==> src/rtl/reg_arb_pkg.sv <==
// Shared types and helpers for the shared-register write arbiter.
// Holds the arbiter state encoding, default sizing constants and the
// one-hot expansion helper used when turning a winner index into a grant.
package reg_arb_pkg;

  localparam int DEF_N_REQ = 4;
  localparam int DEF_WIDTH = 32;
  localparam int MAX_REQ   = 8;

  typedef enum logic [1:0] {
    IDLE   = 2'd0,
    GRANT  = 2'd1,
    LOCKED = 2'd2
  } arb_state_e;

  // Expand a requester index into a MAX_REQ-wide one-hot vector; callers
  // keep only the low N_REQ bits.
  function automatic logic [MAX_REQ-1:0] onehot(input logic [2:0] index);
    logic [MAX_REQ-1:0] v;
    v        = '0;
    v[index] = 1'b1;
    return v;
  endfunction

endpackage

==> src/rtl/rr_pick.sv <==
// Round-robin picker: finds the first set bit of eligible, searching
// upward from ptr and wrapping from N-1 back to 0. Purely combinational
// so any shared-resource arbiter can drop it in front of its grant flops.
module rr_pick #(
  parameter int N  = 4,
  parameter int PW = (N > 1) ? $clog2(N) : 1
) (
  input  logic [N-1:0]  eligible,
  input  logic [PW-1:0] ptr,
  output logic [PW-1:0] winner,
  output logic          found
);

  logic [PW:0]   sum;
  logic [PW-1:0] idx;

  // Scan positions ptr, ptr+1, ... (mod N); the first hit wins.
  always_comb begin
    winner = '0;
    found  = 1'b0;
    sum    = '0;
    idx    = '0;
    for (int k = 0; k < N; k++) begin
      sum = {1'b0, ptr} + (PW+1)'(k);
      if (sum >= (PW+1)'(N)) sum = sum - (PW+1)'(N);
      idx = sum[PW-1:0];
      if (!found && eligible[idx]) begin
        found  = 1'b1;
        winner = idx;
      end
    end
  end

endmodule

==> src/rtl/reg_load_arbiter.sv <==
// reg_load_arbiter: round-robin write arbiter in front of one shared
// load-enabled register. Grants at most one requester per cycle, drives
// the register's D/Load and returns a one-cycle ack equal to the grant.
// A requester that was just acked is masked for one cycle so others can
// be served back-to-back.
// Optional build macro REG_ARB_LOCK_EN adds the lock port and the LOCKED
// state, letting one requester keep exclusive ownership across writes.
module reg_load_arbiter
  import reg_arb_pkg::*;
#(
  parameter int N_REQ = DEF_N_REQ,
  parameter int WIDTH = DEF_WIDTH
) (
  input  logic                   clk,
  input  logic                   clear,
  input  logic [N_REQ-1:0]       req,
  input  logic [N_REQ*WIDTH-1:0] wdata,
`ifdef REG_ARB_LOCK_EN
  input  logic [N_REQ-1:0]       lock,
`endif
  output logic [N_REQ-1:0]       gnt,
  output logic [N_REQ-1:0]       ack,
  output logic [WIDTH-1:0]       reg_D,
  output logic                   reg_Load,
  output logic                   busy
);

  localparam int PW = $clog2(N_REQ);

  arb_state_e         state_q, state_d;
  logic [PW-1:0]      ptr_q, ptr_d;
  logic [N_REQ-1:0]   gnt_q, gnt_d;
  logic [WIDTH-1:0]   data_q, data_d;
  logic               load_q, load_d;
  logic [N_REQ-1:0]   elig;
  logic [PW-1:0]      win;
  logic               found;
  logic [MAX_REQ-1:0] oh_win;
  logic [WIDTH-1:0]   wd [N_REQ];
`ifdef REG_ARB_LOCK_EN
  logic [PW-1:0]      owner_q, owner_d;
  logic [MAX_REQ-1:0] oh_own;
`endif

  for (genvar i = 0; i < N_REQ; i++) begin : g_unpack
    assign wd[i] = wdata[i*WIDTH +: WIDTH];
  end

  // Eligibility: the requester acked this cycle sits out one cycle; while
  // locked only the owner may win, and the cycle that enters the lock
  // grants nobody (the owner is the one being acked).
  always_comb begin
    elig = req & ~gnt_q;
`ifdef REG_ARB_LOCK_EN
    oh_own = onehot(3'(owner_q));
    if (state_q == LOCKED) begin
      if (lock[owner_q]) elig = elig & oh_own[N_REQ-1:0];
    end else if (|(gnt_q & lock)) begin
      elig = '0;
    end
`endif
  end

  rr_pick #(
    .N  (N_REQ),
    .PW (PW)
  ) u_pick (
    .eligible (elig),
    .ptr      (ptr_q),
    .winner   (win),
    .found    (found)
  );

  // Next-state: register the winner's grant/data and advance the pointer
  // past it; with no winner the data register simply holds.
  always_comb begin
    oh_win  = onehot(3'(win));
    gnt_d   = found ? oh_win[N_REQ-1:0] : '0;
    load_d  = found;
    data_d  = found ? wd[win] : data_q;
    ptr_d   = ptr_q;
    if (found) ptr_d = (win == PW'(N_REQ-1)) ? '0 : win + PW'(1);
    state_d = found ? GRANT : IDLE;
`ifdef REG_ARB_LOCK_EN
    owner_d = owner_q;
    if (state_q == LOCKED) begin
      if (lock[owner_q]) state_d = LOCKED;
    end else if (|(gnt_q & lock)) begin
      state_d = LOCKED;
      for (int i = 0; i < N_REQ; i++) begin
        if (gnt_q[i]) owner_d = PW'(i);
      end
    end
`endif
  end

  // Arbiter state and output registers; clear returns everything to idle.
  always_ff @(posedge clk) begin
    if (clear) begin
      state_q <= IDLE;
      ptr_q   <= '0;
      gnt_q   <= '0;
      load_q  <= 1'b0;
      data_q  <= '0;
`ifdef REG_ARB_LOCK_EN
      owner_q <= '0;
`endif
    end else begin
      state_q <= state_d;
      ptr_q   <= ptr_d;
      gnt_q   <= gnt_d;
      load_q  <= load_d;
      data_q  <= data_d;
`ifdef REG_ARB_LOCK_EN
      owner_q <= owner_d;
`endif
    end
  end

  assign gnt      = gnt_q;
  assign ack      = gnt_q;
  assign reg_D    = data_q;
  assign reg_Load = load_q;
  assign busy     = (|gnt_q) || (state_q == LOCKED);

endmodule

==> config.mk <==
export PLATFORM = sky130hd
export DESIGN_NAME = reg_load_arbiter
export DESIGN_NICKNAME = d
export VERILOG_FILES = /design/src/rtl/reg_arb_pkg.sv /design/src/rtl/rr_pick.sv /design/src/rtl/reg_load_arbiter.sv
export SDC_FILE = /design/constraint.sdc
export NUM_CORES = 1
export LEC_CHECK = 0
export BUFFER_PORTS_ARGS = -buffer_cell sky130_fd_sc_hd__buf_4
export CAP_MARGIN = 30
export CORE_MARGIN = 1.5
export CORE_UTILIZATION = 35
export DETAILED_ROUTE_END_ITERATION = 12
export GPL_TIMING_DRIVEN = 1
export PLACE_DENSITY = 0.7
export SETUP_SLACK_MARGIN = 0.2
export SLEW_MARGIN = 30
export SYNTH_ARGS = -nofsm -noshare
export SYNTH_HDL_FRONTEND = slang
export SYNTH_SLANG_ARGS = --single-unit
==> constraint.sdc <==
create_clock -name clk -period 1.8 [get_ports clk]
set_input_delay 0.09 -clock clk [delete_from_list [all_inputs] [get_ports clk]]
set_output_delay 0.09 -clock clk [all_outputs]
set_load 0.02 [all_outputs]
==> results.ini <==
[outcome]
violations=setup timing
status=finished, violations left

[timing]
setup_slack_ps=-15.64
slew_headroom_pct=76.48
fmax_ghz=0.5508
fin_worst_skew_ps=4.105
rsz0062_at_grt=yes
timing.hold.ws_ps=73.83
hold_viol_final=0
slew_viol_final=0
layout_min_cycle_time_ps=1816
worst_pin_slew_ps=351.6
setup_violations=1
fin_crit_sh_pct=100.9

[final_layout]
layout_common_cells=199 x buf_4, 50 x nand2_1, 38 x inv_1
fin_nets=646
syn2layout_area_growth_pct=76.39
final_cells=611
drive_above_1_share_pct=59.72
mostFrequentLayoutCell=buf_4
utilization_pct=64.42
n_antenna_cell=0

[worst_setup_path]
critPathBufInv=2
cp.depth=7
regToRegSetupSlack_ps=-20
critPathRequiredTime_ps=2000
crit_type=register to register
crit_path_start=ack[2]
r2r-start=ack[2]
cpLargestDelayFamily=compound AO/OA/AOI/OAI gates
arrival_ps=2020
crit_chain=nor3b_4 > a211oi_2 > buf_4 > o21a_4 > clkbuf_16 > o221a_4 > o31ai_1
worstRegToRegCells=7
path_max_fanout=5
cp_slowest_cell=dfxtp_4
cp_slowest_stage_delay_ps=360
startpoint_type=register
end_kind=register

[routing]
wl_um=10800
ant_nets=0
drcViolationCount=0
drt-vias-per-instance=5.232
dr.first_iter.drc_count=121
wl_per_cell_um=17.68
via_count=3197
drt_pass1_iterations=4

[power]
finalPower_uw=7050
ir_worst_vdd_v=0.0006525
p_leak_uw=0.002447
power_density_nw_per_um2=1402

[placement]
place_inst=581
pre_cts_ws_ps=-31.57
port_buffers=175
routabilityCongestion=0.8544
dp_hpwl_um=7541

[floorplan]
die_h_um=93.26
num_io_pins=176
dieArea_um2=8697
die_w_um=93.26
num_rows=32
coreArea_um2=7807
start_util_pct=36.52

[synthesis]
syn_inst=308
async_reset_ff_share_pct=0
synth_seq_area_share_pct=27.38
synthFlopType=dfxtp_1
synth_area_um2=2851
synth_warnings=0
syn_area_per_cell_um2=9.258
ys_types=41
synth-edff-count=0
synth_nets=446
ys_seq_elements=39

[worst_hold_path]
min_path_cells=3
hp-class=input port to register
min_from=wdata[25]

[global_routing]
track_usage_pct=22.36
grt_pass1_wl_um=15340
grt_max_degree=27
grt_pass1_vias=3131
overflow=0
antenna_found_initial=0

[job]
maxCapViolations=0

[clock_tree]
clk_pin_slew_ps=80
clk_path_buf_depth=2
cts_made_buffers=5
cts.sink_count=39
cts_root_buffer=clkbuf_8
htreeDepth=2
clock_latency_ps=300
cts_tree=done

==> stage by stage <==
step / area, µm² / setup TNS, ps
after global placement: 4343 / 0
final: 5030 / -15.64
after global routing: 5030 / -605.1
after floorplan: 2899 / 0
after detailed placement: 4343 / -90.71
after CTS: 4632 / 0
==> kinds of logic after synthesis <==
logic type               count (synthesis)  share of synthesized area, %
buffers and inverters                   69                         13.21
flip-flops                              39                         27.38
multiplexers                            28                         9.829
adder cells (fa/ha/maj)                  4                         1.755
AND/OR/NAND/NOR                         75                         14.57
AO/OA/AOI/OAI                           93                         33.26
==> sequential cells by signal (all words and copies together), names as in the netlist <==
signal	cells
ack	4
reg_Load	1
reg_D	32
ptr_q	2
==> worst reg2reg max path: stages, from the launching register on <==
cell	delay, ps
dfxtp_4	360
nor3b_4	230
a211oi_2	50
buf_4	160
o21a_4	260
clkbuf_16	170
o221a_4	250
o31ai_1	240
==> cell type report <==
type                            count  area [µm²]
Inverter                           41       166.4
Sequential cell                    39       797.0
Timing Repair Buffer              221        1873
Clock buffer                        7       76.32
Fill cell                         633        2778
Clock inverter                      1       5.005
Multi-Input combinational cell    200        1984
Tap cell                          102       127.6
==> synth_stat cells (2+ instances only) <==
master     n  area (µm²)
clkbuf_1   4       15.01
nand2_1   50       187.7
o31ai_1    8       60.06
buf_6      5       56.30
mux2i_1   28       280.3
o31ai_2    9       112.6
ha_1       4       50.05
nand2_8    2       40.04
o221a_1    9       101.4
dfxtp_1   39       780.8
nor2b_1    3       18.77
a211oi_2   2       25.02
buf_2      5       25.02
inv_1     39       146.4
nor3b_2    2       25.02
o211ai_1  19       142.6
o221ai_2  11       165.2
o221a_2    8       90.09
o221ai_1   4       35.03
o21a_1     3       22.52
nor2_1     4       15.01
and3_1     4       25.02
buf_4     11       82.58
o211a_1   17       170.2
nor2_4     2       22.52
==> path summary, 6_finish.rpt <==
path	endpoint
hold reg to reg	reg_D[15]
hold / removal	reg_D[25]
setup reg to reg	reg_D[16]
setup / recovery	reg_D[16]
==> routing by layer <==
metal	track usage, %	share of wire [%]	up-vias
li1	-	-	1528
met1	27.15	41	1518
met2	39.31	52	131
met3	3.659	5.2	20
met4	8.207	2.3	0
met5	0	0	-
==> where the power goes <==
part | switching (µW) | internal (µW) | leakage [µW] | total (µW)
sequential | 237 | 1230 | 0.000327 | 1460
combinational | 2400 | 2600 | 0.00208 | 4990
clock | 320 | 272 | 0.0000422 | 592
==> what timing repair did <==
| item | in CTS | in global routing |
|---|---|---|
| endpoints found under the setup margin | 37 | 37 |
| gates cloned | 1 | 6 |
| resized for setup | 23 | 38 |
| buffers inserted | 8 | 6 |
| endpoints found under the hold margin | 1 | 0 |
| hold buffers | 1 | 0 |
| pin swaps | 14 | 17 |
Power figures use the tool's default switching activity.
